$ cat config.mk
export PLATFORM = sky130hd
export DESIGN_NAME = rope_solver_ctrl
export DESIGN_NICKNAME = d
export VERILOG_FILES = /design/src/rtl/rope_solver_ctrl.sv
export SDC_FILE = /design/constraint.sdc
export NUM_CORES = 1
export LEC_CHECK = 0
export ABC_AREA = 1
export ABC_CLOCK_PERIOD_IN_PS = 5950
export CAP_MARGIN = 20
export CELL_PAD_IN_SITES_DETAIL_PLACEMENT = 1
export CELL_PAD_IN_SITES_GLOBAL_PLACEMENT = 1
export CORE_AREA = 5 5 275 277
export CTS_CLUSTER_SIZE = 24
export DETAILED_ROUTE_END_ITERATION = 6
export DIE_AREA = 0 0 280 282
export PLACE_DENSITY = 0.77
export SYNTH_ARGS = -nofsm -noshare
export SYNTH_HDL_FRONTEND = slang
export SYNTH_SLANG_ARGS = --single-unit
$ cat constraint.sdc
create_clock -name clk -period 5.95 [get_ports clk]
set_clock_uncertainty 0.1 [all_clocks]
set_input_delay 0.8925 -clock clk [delete_from_list [all_inputs] [get_ports clk]]
set_output_delay 0.8925 -clock clk [all_outputs]
set_load 0.005 [all_outputs]
$ cat src/rtl/rope_solver_ctrl.sv
// rtl/rope_solver_ctrl.sv - frame sequencer and per-link distance clamp solver for the rope chain
// Optional head pinning via ROPE_PIN_EN (PIN state and anchor writes present only when defined).
module rope_solver_ctrl #(
    parameter int          NODES = 8,
    parameter int          ITER  = 4,
    parameter logic [31:0] REST  = 32'h00A00000
) (
    input  logic                  clk,
    input  logic                  reset,
    input  logic                  start,
    input  logic [31:0]           anchor_x,
    input  logic [31:0]           anchor_y,
    input  logic [32*NODES-1:0]   x_pos_all,
    input  logic [32*NODES-1:0]   y_pos_all,
    output logic                  verlet_state,
    output logic [NODES-1:0]      fix_en,
    output logic [31:0]           x_fix_constraint,
    output logic [31:0]           y_fix_constraint,
    output logic                  busy,
    output logic                  done,
    output logic [15:0]           clamp_cnt
);
    localparam int KW = $clog2(NODES);
    localparam int IW = (ITER > 1) ? $clog2(ITER) : 1;

    typedef enum logic [2:0] {
        S_IDLE, S_VERLET, S_SETTLE, S_PIN, S_CALC, S_WRITE, S_DONE
    } state_t;

    state_t             state_q;
    logic [KW-1:0]      k_q;
    logic [IW-1:0]      it_q;
    logic               verlet_q;
    logic [NODES-1:0]   fix_en_q;
    logic [31:0]        x_fix_q;
    logic [31:0]        y_fix_q;
    logic               busy_q;
    logic               done_q;
    logic [15:0]        clamp_cnt_q;

    logic [31:0]        xs [NODES];
    logic [31:0]        ys [NODES];
    logic [31:0]        x_corr_d;
    logic [31:0]        y_corr_d;
    logic               hit_x_d;
    logic               hit_y_d;

`ifndef ROPE_PIN_EN
    logic unused_anchor;
    assign unused_anchor = ^{anchor_x, anchor_y};
`endif

    // Difference taken in 33 bits so far-apart nodes never wrap to the wrong sign.
    function automatic logic [31:0] clamp_axis(input logic [31:0] prev, input logic [31:0] cur,
                                               output logic hit);
        logic signed [32:0] d;
        logic signed [32:0] lim;
        d   = $signed({cur[31], cur}) - $signed({prev[31], prev});
        lim = $signed({1'b0, REST});
        hit = 1'b0;
        clamp_axis = cur;
        if (d > lim) begin
            clamp_axis = prev + REST;
            hit = 1'b1;
        end else if (d < -lim) begin
            clamp_axis = prev - REST;
            hit = 1'b1;
        end
    endfunction

    always_comb begin
        for (int i = 0; i < NODES; i++) begin
            xs[i] = x_pos_all[32*i +: 32];
            ys[i] = y_pos_all[32*i +: 32];
        end
        x_corr_d = clamp_axis(xs[k_q - KW'(1)], xs[k_q], hit_x_d);
        y_corr_d = clamp_axis(ys[k_q - KW'(1)], ys[k_q], hit_y_d);
    end

    always_ff @(posedge clk or negedge reset) begin
        if (!reset) begin
            state_q     <= S_IDLE;
            k_q         <= KW'(1);
            it_q        <= '0;
            verlet_q    <= 1'b0;
            fix_en_q    <= '0;
            x_fix_q     <= '0;
            y_fix_q     <= '0;
            busy_q      <= 1'b0;
            done_q      <= 1'b0;
            clamp_cnt_q <= '0;
        end else begin
            verlet_q <= 1'b0;
            fix_en_q <= '0;
            done_q   <= 1'b0;
            case (state_q)
                S_IDLE: if (start) begin
                    state_q     <= S_VERLET;
                    verlet_q    <= 1'b1;
                    busy_q      <= 1'b1;
                    clamp_cnt_q <= '0;
                    it_q        <= '0;
                end
                S_VERLET: state_q <= S_SETTLE;
                S_SETTLE: begin
                    k_q <= KW'(1);
`ifdef ROPE_PIN_EN
                    state_q  <= S_PIN;
                    fix_en_q <= NODES'(1);
                    x_fix_q  <= anchor_x;
                    y_fix_q  <= anchor_y;
`else
                    state_q  <= S_CALC;
`endif
                end
                S_PIN: state_q <= S_CALC;
                S_CALC: begin
                    state_q  <= S_WRITE;
                    fix_en_q <= NODES'(1) << k_q;
                    x_fix_q  <= x_corr_d;
                    y_fix_q  <= y_corr_d;
                    if ((hit_x_d || hit_y_d) && clamp_cnt_q != 16'hFFFF)
                        clamp_cnt_q <= clamp_cnt_q + 16'd1;
                end
                S_WRITE: begin
                    if (k_q < KW'(NODES - 1)) begin
                        k_q     <= k_q + KW'(1);
                        state_q <= S_CALC;
                    end else if (it_q < IW'(ITER - 1)) begin
                        it_q <= it_q + IW'(1);
                        k_q  <= KW'(1);
`ifdef ROPE_PIN_EN
                        state_q  <= S_PIN;
                        fix_en_q <= NODES'(1);
                        x_fix_q  <= anchor_x;
                        y_fix_q  <= anchor_y;
`else
                        state_q  <= S_CALC;
`endif
                    end else begin
                        state_q <= S_DONE;
                        done_q  <= 1'b1;
                    end
                end
                S_DONE: begin
                    state_q <= S_IDLE;
                    busy_q  <= 1'b0;
                end
                default: state_q <= S_IDLE;
            endcase
        end
    end

    assign verlet_state     = verlet_q;
    assign fix_en           = fix_en_q;
    assign x_fix_constraint = x_fix_q;
    assign y_fix_constraint = y_fix_q;
    assign busy             = busy_q;
    assign done             = done_q;
    assign clamp_cnt        = clamp_cnt_q;
endmodule

* Word level (Yosys, flattened, before mapping)
Cells that the tools add are included.
Word-level totals: flip-flop bits (word level) 99, logic and storage cells 97, output and inout port bits 91, bits of input ports 579
Cells by class: reduce and logical (&&, ||, !) cells 12, mux-type cells 42, equality and inequality tests 12, add/sub/neg operators 10, magnitude comparators 8, shift-type cells 1, bitwise gates (word level) 2
Operators with widths (count):
- 32-bit binary-select mux with 3-bit select | 4
- 32-bit 2-to-1 mux | 12
- 33-bit by 25-bit greater-than comparator with 1-bit output, second input constant | 2
- 33-bit by 25-bit less-than comparator with 1-bit output, second input constant | 2
- 32-bit by 32-bit subtractor with 33-bit output | 2
- 32-bit by 24-bit adder with 32-bit output, second input constant | 2
- 32-bit by 24-bit subtractor with 32-bit output, second input constant | 2
- 16-bit 2-to-1 mux | 2
- 16-bit one-hot mux with 2 select lines | 1
- 16-bit by 1-bit adder with 16-bit output, second input constant | 1
- 16-bit inequality test, second input constant | 1
- 3-bit one-hot mux with 5 select lines | 1
- 1-bit 2-to-1 mux | 10
- 2-bit 2-to-1 mux | 5
- 3-bit == test, second input constant | 3
- 3-bit 2-to-1 mux | 3
- 4-bit >= comparator, second input constant | 2
- 8-bit 2-to-1 mux | 1
- 2-bit inequality test, second input constant | 4
- 3-bit inverter with 4-bit output | 2
- 2-bit nonzero test | 4
- 1-bit by 3-bit << shifter with 8-bit output, first input constant | 1
- 3-bit by 2-bit == test with 1-bit output, second input constant | 2
- 3-bit one-hot mux with 2 select lines | 1
- 16 further kinds | 17

* Longest topological paths before layout
Gate-level depths: netlist (run 1).
depth after elaboration 13, depth in mapped cells 45, gate-level depth less buffers 32

* Worst setup path after synthesis (run 1)
OpenSTA, ideal clock, no wires.
path kind reg2reg, start point register k_q[0], end point register clamp_cnt_q[6] (netlist: clamp_cnt[6]), stages on the path, launching flop included 43, setup slack -0.230 ns, clock period less this slack 6.180 ns, buffers on the path 15, data arrival time 5.962 ns, cell sequence dfstp_2 > buf_4 > inv_2 > buf_6 > buf_2 > buf_4 > buf_4 > buf_2 > buf_2 > clkbuf_1 > ha_1 > inv_2 > buf_2 > buf_2 > buf_4 > buf_2 > buf_2 > buf_1 > [... 7 more ...] > inv_1 > a21oi_1 > nand2_1 > nand2_1 > nand2_1 > nand2_1 > nand2_1 > nor2_1 > nand2_1 > nor2_1 > nand3_1 > nand3_2 > nand2_4 > o21ai_4 > nand2_4 > buf_6 > nand2_1 > nand2_1
Between the ends: word-level cells in the longest chain between the ends 13
Ends and longest elaborated chain:
- from (decl) | line 31 | logic [KW-1:0] k_q;
- from (signal assigned) | line 127 | k_q <= k_q + KW'(1);
- 3-bit by 1-bit subtractor with 3-bit output | line 76, 77
- 3-bit inverter with 4-bit output (implied by the code) | line 76, 77
- 32-bit binary-select mux with 3-bit select (on tied branches) | line 76, 77
- 32-bit 2-to-1 mux (on tied branches) (2 in a row) | line 76, 77
- 32-bit by 32-bit subtractor with 33-bit output | line 58 | d = $signed({cur[31], cur}) - $signed({prev[31], prev});
- 33-bit by 25-bit less-than comparator with 1-bit output | line 65 | end else if (d < -lim) begin
- 1-bit 2-to-1 mux | line 65
- 1-bit 2-to-1 mux | line 62 | if (d > lim) begin
- 1-bit logical OR * | line 122 | if ((hit_x_d || hit_y_d) && clamp_cnt_q != 16'hFFFF)
- 1-bit logical AND * | line 122
- 2-bit inequality test (no source line) *
- 3-bit AND reduction (no source line) *
- to (signal assigned) | line 123 | clamp_cnt_q <= clamp_cnt_q + 16'd1;
- to (decl) | line 39 | logic [15:0] clamp_cnt_q;
Every way passes the cells marked *; elsewhere a longest branch is shown, timed or not. The select of a mux whose other input is x is not followed. A chain may end at the register's enable or synchronous reset.

* Worst setup path after layout (run 1)
start point register k_q[0], end point register clamp_cnt_q[4] (netlist: clamp_cnt[4])
Same word-level chain as after synthesis.

==> flow_metrics.tcl, run 1 <==
set metrics [dict create \
    clock-sinks 99 \
    yosysTopAreaCell "nand2_1" \
    numCtsBuffers 9 \
    timing.setup.tns_ns 0 \
    clock_path_buffers 2 \
    crit_required_ns 6.19 \
    maxSlewViolCount 0 \
    reg2regPathDepth 27 \
    fmax_mhz 181 \
    die_width_um 280 \
    synth-seq-cells 99 \
    gr-usage-all-layers_pct 26.7 \
    cts_setup_buffers 0 \
    rows 99 \
    antenna_found_initial 34 \
    routed_wirelength_um 111000 \
    fillCellCount 9929 \
    nets 4925 \
    vias 27500 \
    cts_resized 0 \
    synth.distinct_cells 45 \
    ys_top_cells_by_area "nand2_1, o21ai_0, dfrtp_1" \
    drv_cap 0 \
    post_drt_via_cell_ratio 5.24 \
    setup_viol 0 \
    initialDrtViolationCount 1779 \
    end_kind "flip-flop" \
    coreArea_um2 72600 \
    wl_per_cell_um 21.2 \
    clock_latency_ns 0.41 \
    synth_cells 3820 \
    grt_pass1_wl_um 164000 \
    synth_nets 4478 \
    holdBufCountCts 0 \
    critPathLaunchType "flip-flop" \
    cts-root-buf "clkbuf_16" \
    min_period_ns 5.54 \
    syn_area_per_cell_um2 5.27 \
    tightest_slew_ns 1.02 \
    most-common-layout-cells "nand2_1, o21ai_0, clkdlybuf4s50_1" \
    drive_gt1_share_pct 3.49 \
    cts_tree "built" \
    hold_viol_final 0 \
    clk_pin_slew_ns 0.11 \
    grt_overflow 0 \
    drcViolationCount 0 \
    place_congestion 0.938 \
    die_y_um 282 \
    cts_htree_levels 3 \
    worst-path-max-fanout 35 \
    path_class "flip-flop to flip-flop" \
    place_hpwl_um 88500 \
    layout-area-overhead-vs-synth_pct 36.5 \
    rsz0062_at_grt "false" \
    status "complete, no violations" \
    io_pins 670 \
    yosysSeqAreaShare_pct 12.3 \
    synth_top_area_share_pct 17.6 \
    relSlewSlack_pct 31.9 \
    yosys_warnings 0 \
    timing.final.crit_share_pct 93.0 \
    numPortBuffers 605 \
    postRouteAntennaNets 0 \
    hold_depth 2 \
    synth_area_um2 20100 \
    grt_max_degree 158 \
    min_path_type "flip-flop to flip-flop" \
    start_util_pct 27.8 \
    grt_pass1_vias 27600 \
    layout_commonest_cell "nand2_1" \
    arrival_ns 5.78 \
    firstDrtPassIters 5 \
    die-area_um2 79000 \
]
==> layer usage <==
metal	track usage [%]	part of all wire (%)	up-vias	routed length (µm)
met4	9.35	3.2	14	3550
li1	-	-	13400	-
met2	46.3	49	855	54000
met1	32.6	41	13000	45700
met3	6.03	7.0	183	7830
met5	0	0.086	-	96
==> worst max-delay path: stages, from the launching register on <==
cell and delay, ns:
dfstp_4 0.68, inv_8 0.10, ha_4 0.27, inv_8 0.26, buf_12 0.24, o21ai_0 0.11, o21ai_0 0.37, nand2_1 0.08
o21ai_1 0.26, inv_1 0.21, ha_1 0.41, inv_1 0.08, nor3_1 0.27, and2_1 0.20, and2_1 0.13, nand2_1 0.09
nand3_1 0.09, nand2_1 0.07, nor2_1 0.09, nand2_1 0.07, nor2_1 0.10, nand3_1 0.12, nand3_2 0.12, nand2_4 0.19
o21ai_4 0.24, buf_4 0.26, nand3_1 0.10, nand2_1 0.10
==> synthesized netlist by cell type, drive strengths merged <==
library cell / number
buf: 94
nor2: 338
a21oi: 391
o2111ai: 1
or2: 5
mux2i: 1
fa: 2
o41ai: 1
nor3: 30
ha: 77
o21ai: 674
dfrtp: 98
nand3b: 3
o21bai: 5
o211ai: 103
dfstp: 1
a31oi: 64
inv: 552
clkbuf: 134
and2: 8
clkinv: 2
o21a: 4
xnor2: 7
nand3: 181
nand2: 956
xor2: 59
nor4: 1
nand4: 22
o22ai: 5
nor3b: 1
==> flip-flops by register name, summed over array words and instances, names as in the netlist <==
name              cells
x_fix_constraint     32
clamp_cnt            16
fix_en                8
state_q               3
busy                  1
it_q                  2
done                  1
y_fix_constraint     32
k_q                   3
verlet_state          1
==> area by class of cell <==
cell class              instances  area, µm²  share of cell area [%]
clock buffers                   9        225                   0.819
inverters                     554       2100                    7.65
multi-input cells            2939      14600                    53.1
clock inverters                 7       86.3                   0.314
flip-flops and latches         99       2490                    9.05
well taps                     959       1200                    4.36
diodes                         21       52.6                   0.191
repair buffers                664       6740                    24.5
==> worst paths after layout <==
| path | startpoint | endpoint | slack [ns] |
|---|---|---|---|
| hold reg to reg | busy | busy | 0.39 |
| setup reg to reg | k_q[0] | clamp_cnt[4] | 0.41 |
| hold / removal | busy | busy | 0.39 |
| setup / recovery | k_q[0] | clamp_cnt[4] | 0.41 |
| min in group asynchronous | reset | y_fix_constraint[3] | 0.44 |
| max in group asynchronous | reset | k_q[2] | 3.92 |
==> cell families after synthesis <==
family / share of synthesized area, %
DFF: 12.3
AOI/OAI and AO/OA: 33.1
muxes: 0.112
xor gates and xnor gates: 2.91
and+or+nand+nor: 31.2
adders and majority gates: 4.98
buffers and inverters: 15.4
==> metrics by stage <==
| step | instances | worst slack [ns] | cell area (µm²) | hold slack (ns) | utilization (%) |
|---|---|---|---|---|---|
| 6_report | 5252 | 0.414 | 27500 | 0.385 | 37.9 |
| 5_1_grt | 5247 | 0.0110 | 27500 | 0.417 | 37.9 |
| 4_1_cts | 5231 | 0.270 | 27400 | 0.393 | 37.8 |
| 3_5_place_dp | 5215 | 0.293 | 27100 | 0.370 | 37.4 |
| 3_3_place_gp | 5215 | 0.435 | 27100 | 0.363 | 37.4 |
| 2_1_floorplan | 3820 | 0.0176 | 20200 | 0.357 | - |
Power of run 1 is left out: the tool's default activity adds up to more than one toggle a clock period on the data nets, which glitch-free logic cannot reach.
==> run 2, diff against run 1 <==
PLACE_DENSITY = 0.78   (was 0.77)
==> run 2 against run 1 <==
Flip-flop and latch count did not move. First-iteration DRC count down 8.8%. Maximum frequency down 0.63%. Hold slack worse by 0.17 ns. Non-clock buffer count increased by 5. Sequential share of layout area is essentially flat. Final area increased by 0.14%. Critical path depth did not move. Clock-buffer cell count unchanged. Final cell count is essentially flat. Critical path type unchanged. Die area is the same. Highest routed layer unchanged.
==> flow_metrics.tcl, run 2 (synthesis gave the netlist of run 1 again) <==
set metrics [dict create \
    status "complete, no violations" \
    critPathLaunchType "flip-flop" \
    timing.setup.tns_ns 0 \
    grt_use_met3_pct 6.93 \
    die-area_um2 79000 \
    nets 4930 \
    die_width_um 280 \
    min_period_ns 5.57 \
    setup_viol 0 \
    worst-path-max-fanout 85 \
    top_usage_layer "met2" \
    grt_pass1_wl_um 163000 \
    r2r-end "y_fix_constraint[30]" \
    io_pins 670 \
    drive_gt1_share_pct 3.65 \
    rsz0062_at_grt "false" \
    path_class "flip-flop to flip-flop" \
    clock-sinks 99 \
    coreArea_um2 72600 \
    clock_latency_ns 0.41 \
    cts-root-buf "clkbuf_16" \
    numCtsBuffers 9 \
    firstDrtPassIters 7 \
    hold_viol_final 0 \
    routed_wirelength_um 110000 \
    cts_htree_levels 3 \
    timing.final.crit_share_pct 93.6 \
    use_met2_pct 46.2 \
    relSlewSlack_pct 31.9 \
    end_kind "flip-flop" \
    vias 27600 \
    drcViolationCount 0 \
    min_path_type "input pin to asynchronous set/reset pin" \
    maxSlewViolCount 0 \
    rows 99 \
    reg2regPathDepth 27 \
    start_util_pct 27.8 \
    use_met1_pct 32.2 \
    drv_cap 0 \
    grt_overflow 0 \
    wl_per_cell_um 21.0 \
    die_y_um 282 \
    post_drt_via_cell_ratio 5.24 \
    clock_path_buffers 2 \
    grt_pass1_vias 27400 \
    numPortBuffers 605 \
    place_congestion 0.961 \
    cts_tree "built" \
    arrival_ns 5.75 \
    grt_max_degree 177 \
    postRouteAntennaNets 0 \
    antenna_found_initial 34 \
    layout-area-overhead-vs-synth_pct 36.7 \
    tightest_slew_ns 1.02 \
    place_hpwl_um 88200 \
    initialDrtViolationCount 1623 \
    most-common-layout-cells "nand2_1, o21ai_0, clkdlybuf4s50_1" \
    rrSetupSlack_ns 0.38 \
    reg2reg_from "k_q[0]" \
    fmax_mhz 180 \
    layout_commonest_cell "nand2_1" \
    crit_required_ns 6.13 \
    gr-usage-all-layers_pct 26.5 \
    holdBufCountCts 0 \
    clk_pin_slew_ns 0.10 \
]
run 2: cell types whose count changed in the layout (fill, tap and decap cells not counted), sizes merged:
cell and change:
buf +5, clkinv +1, inv -1
run 2: worst max path at each step:
| stage | depth (start not counted) | end | startpoint | slack, ns |
|---|---|---|---|---|
| 2_1_floorplan | 44 | clamp_cnt[6] | k_q[0] | 0.02 |
| 3_3_place_gp | 30 | clamp_cnt[3] | k_q[0] | 0.50 |
| 3_5_place_dp | 27 | y_fix_constraint[30] | k_q[0] | 0.46 |
| 4_1_cts | 27 | y_fix_constraint[30] | k_q[0] | 0.40 |
| 5_1_grt | 26 | y_fix_constraint[21] | k_q[0] | 0.03 |
| 6_report | 27 | y_fix_constraint[30] | k_q[0] | 0.38 |
run 2: area by class of cell:
class,count,area [µm²]
well taps,959,1200
multi-input cells,2939,14600
clock buffers,9,225
inverters,554,2100
fillers,9875,45000
flip-flops and latches,99,2490
diodes,21,52.6
clock inverters,7,86.3
repair buffers,669,6770
run 2: metrics by stage:
stage                     setup WS [ns]  hold WS [ns]  instances  utilization (%)  cell area [µm²]
after CTS                         0.403         0.200       5236             37.8            27500
after floorplan                  0.0176         0.357       3820                -            20200
final                             0.379         0.216       5257             37.9            27500
after global placement            0.499         0.361       5220             37.4            27200
after detailed placement          0.463         0.368       5220             37.4            27200
after global routing             0.0310         0.211       5251             37.9            27500
run 2: repair_timing:
action | in CTS | in global routing
endpoints found under the setup margin | 0 | 30
resized for setup | 0 | 5
buffers inserted | 0 | 0
run 2: layer usage:
layer,part of all wire (%),routed length (µm)
met3,7.7,8480
met4,2.6,2920
met1,41,45500
met2,48,53200
met5,0.14,155
run 2: critical path, stage by stage, from the launching register on:
cell,delay [ns]
dfstp_4,0.71
inv_8,0.12
ha_4,0.34
buf_12,0.38
o21ai_0,0.18
o21ai_0,0.21
a21oi_1,0.06
a31oi_1,0.35
ha_1,0.28
fa_1,0.26
inv_1,0.09
nand3_1,0.08
nand3_1,0.14
nand3_1,0.15
nand3_1,0.17
nand2_1,0.15
nand3_1,0.11
nand2_1,0.11
nand2_1,0.06
nor3_1,0.26
nand3_1,0.15
nand2_2,0.11
buf_4,0.20
inv_1,0.16
nor2_1,0.12
o21ai_0,0.13
nand2_1,0.08
nand2_1,0.06
Power of run 2 is left out for the same reason.
==> run 3, diff against run 2 <==
CORE_AREA = 5 5 289 263   (was 5 5 275 277)
DIE_AREA = 0 0 294 268   (was 0 0 280 282)
GPL_TIMING_DRIVEN = 0   (was unset)
==> run 3 against run 2 <==
Die area is 0.21% lower. First-iteration DRC count increased by 140%. Global-route usage increased by 13 points. Sequential share of layout area fell by 1.1 points. Setup slack worse by 0.46 ns. Flip-flop and latch count unchanged. The flow now finishes with violations (design-rule violations, negative setup slack). Non-clock buffer count rose by 297. Critical path depth increased by 4. Critical endpoint is now clamp_cnt[1].
==> flow_metrics.tcl, run 3 (synthesis gave the netlist of run 1 again) <==
set metrics [dict create \
    final_cells 5560 \
    numCtsBuffers 9 \
    io_pins 670 \
    cp_slowest_cell "dfstp_2" \
    rows 94 \
    fmax_mhz 166 \
    hold_viol_final 0 \
    drv_cap 0 \
    end_kind "flip-flop" \
    slowest_delay_ns 0.56 \
    grt_pass1_wl_um 229000 \
    fillCellCount 9731 \
    place_hpwl_um 136000 \
    dr_wl_met3_um 20300 \
    routed_wirelength_um 168000 \
    postRouteAntennaNets 0 \
    relSlewSlack_pct 17.7 \
    start_util_pct 27.8 \
    post_drt_via_cell_ratio 5.83 \
    arrival_ns 6.24 \
    place_congestion 1.04 \
    cpMostUsedCell "nand2_4" \
    critPathLaunchType "flip-flop" \
    cts-root-buf "clkbuf_16" \
    pre_cts_slack_ns -4.15 \
    die-area_um2 78800 \
    layout_commonest_cell "nand2_1" \
    setup_slack_ns -0.0821 \
    timing.final.crit_share_pct 101 \
    die_y_um 268 \
    min_period_ns 6.03 \
    routed-wl-met2_um 70500 \
    grt_max_degree 63 \
    firstDrtPassIters 7 \
    cts_htree_levels 3 \
    violations "design-rule violations, negative setup slack" \
    worst-path-max-fanout 10 \
    setup_viol 18 \
    dp_cells 5395 \
    top_layer_used "met5" \
    cts_tree "built" \
    path_class "flip-flop to flip-flop" \
    drcViolationCount 13 \
    grt_pass1_vias 31900 \
    numPortBuffers 605 \
    drive_gt1_share_pct 14.4 \
    die_width_um 294 \
    grt_overflow 0 \
    gr-usage-all-layers_pct 39.8 \
    clock_latency_ns 0.42 \
    min_path_type "input pin to asynchronous set/reset pin" \
    vias 32400 \
    layout-area-overhead-vs-synth_pct 55.3 \
    initialDrtViolationCount 3819 \
    placedInstanceArea_um2 27600 \
    clock_path_buffers 2 \
    finalInstanceArea_um2 31300 \
    nets 5228 \
    wl_per_cell_um 30.1 \
    clock-sinks 99 \
    coreArea_um2 72600 \
    drt-met1-wl_um 65800 \
    status "finished with violations" \
    tightest_slew_ns 1.23 \
    crit_required_ns 6.16 \
    clk_pin_slew_ns 0.11 \
    antenna_found_initial 38 \
    most-common-layout-cells "nand2_1, clkdlybuf4s50_1, o21ai_0" \
    maxSlewViolCount 0 \
]
==> run 3: worst max-delay path: cells and delay by family, from the launching register on <==
kind	cells	cell delay, ns
compound gates	3	0.87
fa+ha+maj	1	0.31
buf+inv	11	2.19
flops	1	0.56
simple gates	16	1.79
==> run 3: final timing paths <==
path | end | startpoint | slack [ns] | cells past startpoint
max | clamp_cnt[1] | k_q[0] | -0.08 | 31
max in group asynchronous | k_q[0] | reset | 4.69 | 2
max reg2reg | clamp_cnt[1] | k_q[0] | -0.08 | 31
min reg2reg | x_fix_constraint[16] | x_fix_constraint[16] | 0.39 | 2
min in group clk | x_fix_constraint[16] | x_fix_constraint[16] | 0.39 | 2
min | y_fix_constraint[13] | reset | 0.29 | 1
==> run 3: routing by layer <==
| layer | vias to the layer above | track usage (%) |
|---|---|---|
| met5 | - | 0 |
| met4 | 18 | 20.3 |
| met3 | 525 | 12.2 |
| met2 | 2170 | 60.8 |
| met1 | 15600 | 50.7 |
| li1 | 14100 | - |
==> run 3: metrics by stage <==
step | hold WS (ns) | TNS, ns | utilization [%]
floorplan | 0.357 | 0 | -
global placement | 0.367 | -385.23 | 37.8
detailed placement | 0.370 | -275.07 | 38.0
CTS | 0.311 | -0.307 | 42.1
global route | 0.321 | -0.950 | 43.1
finish | 0.295 | -1.10 | 43.1
==> run 3: what timing repair did <==
item,4_1_cts,5_1_grt
endpoints found under the setup margin,81,80
resized for setup,504,209
hold buffers,0,0
setup buffers,100,24
pin swaps,100,79
cloned,4,0
==> run 3: layout make-up <==
class                   instances  area, µm²  share of cell area, %
multi-input cells            2940      16300                   52.0
flip-flops and latches         99       2480                   7.92
diodes                         25       62.6                  0.200
clock buffers                   9        225                  0.720
well taps                     960       1200                   3.84
inverters                     554       2110                   6.75
clock inverters                 7       88.8                  0.284
plain buffers                 223       1530                   4.89
repair buffers                743       7330                   23.4
Power of run 3 is left out for the same reason.
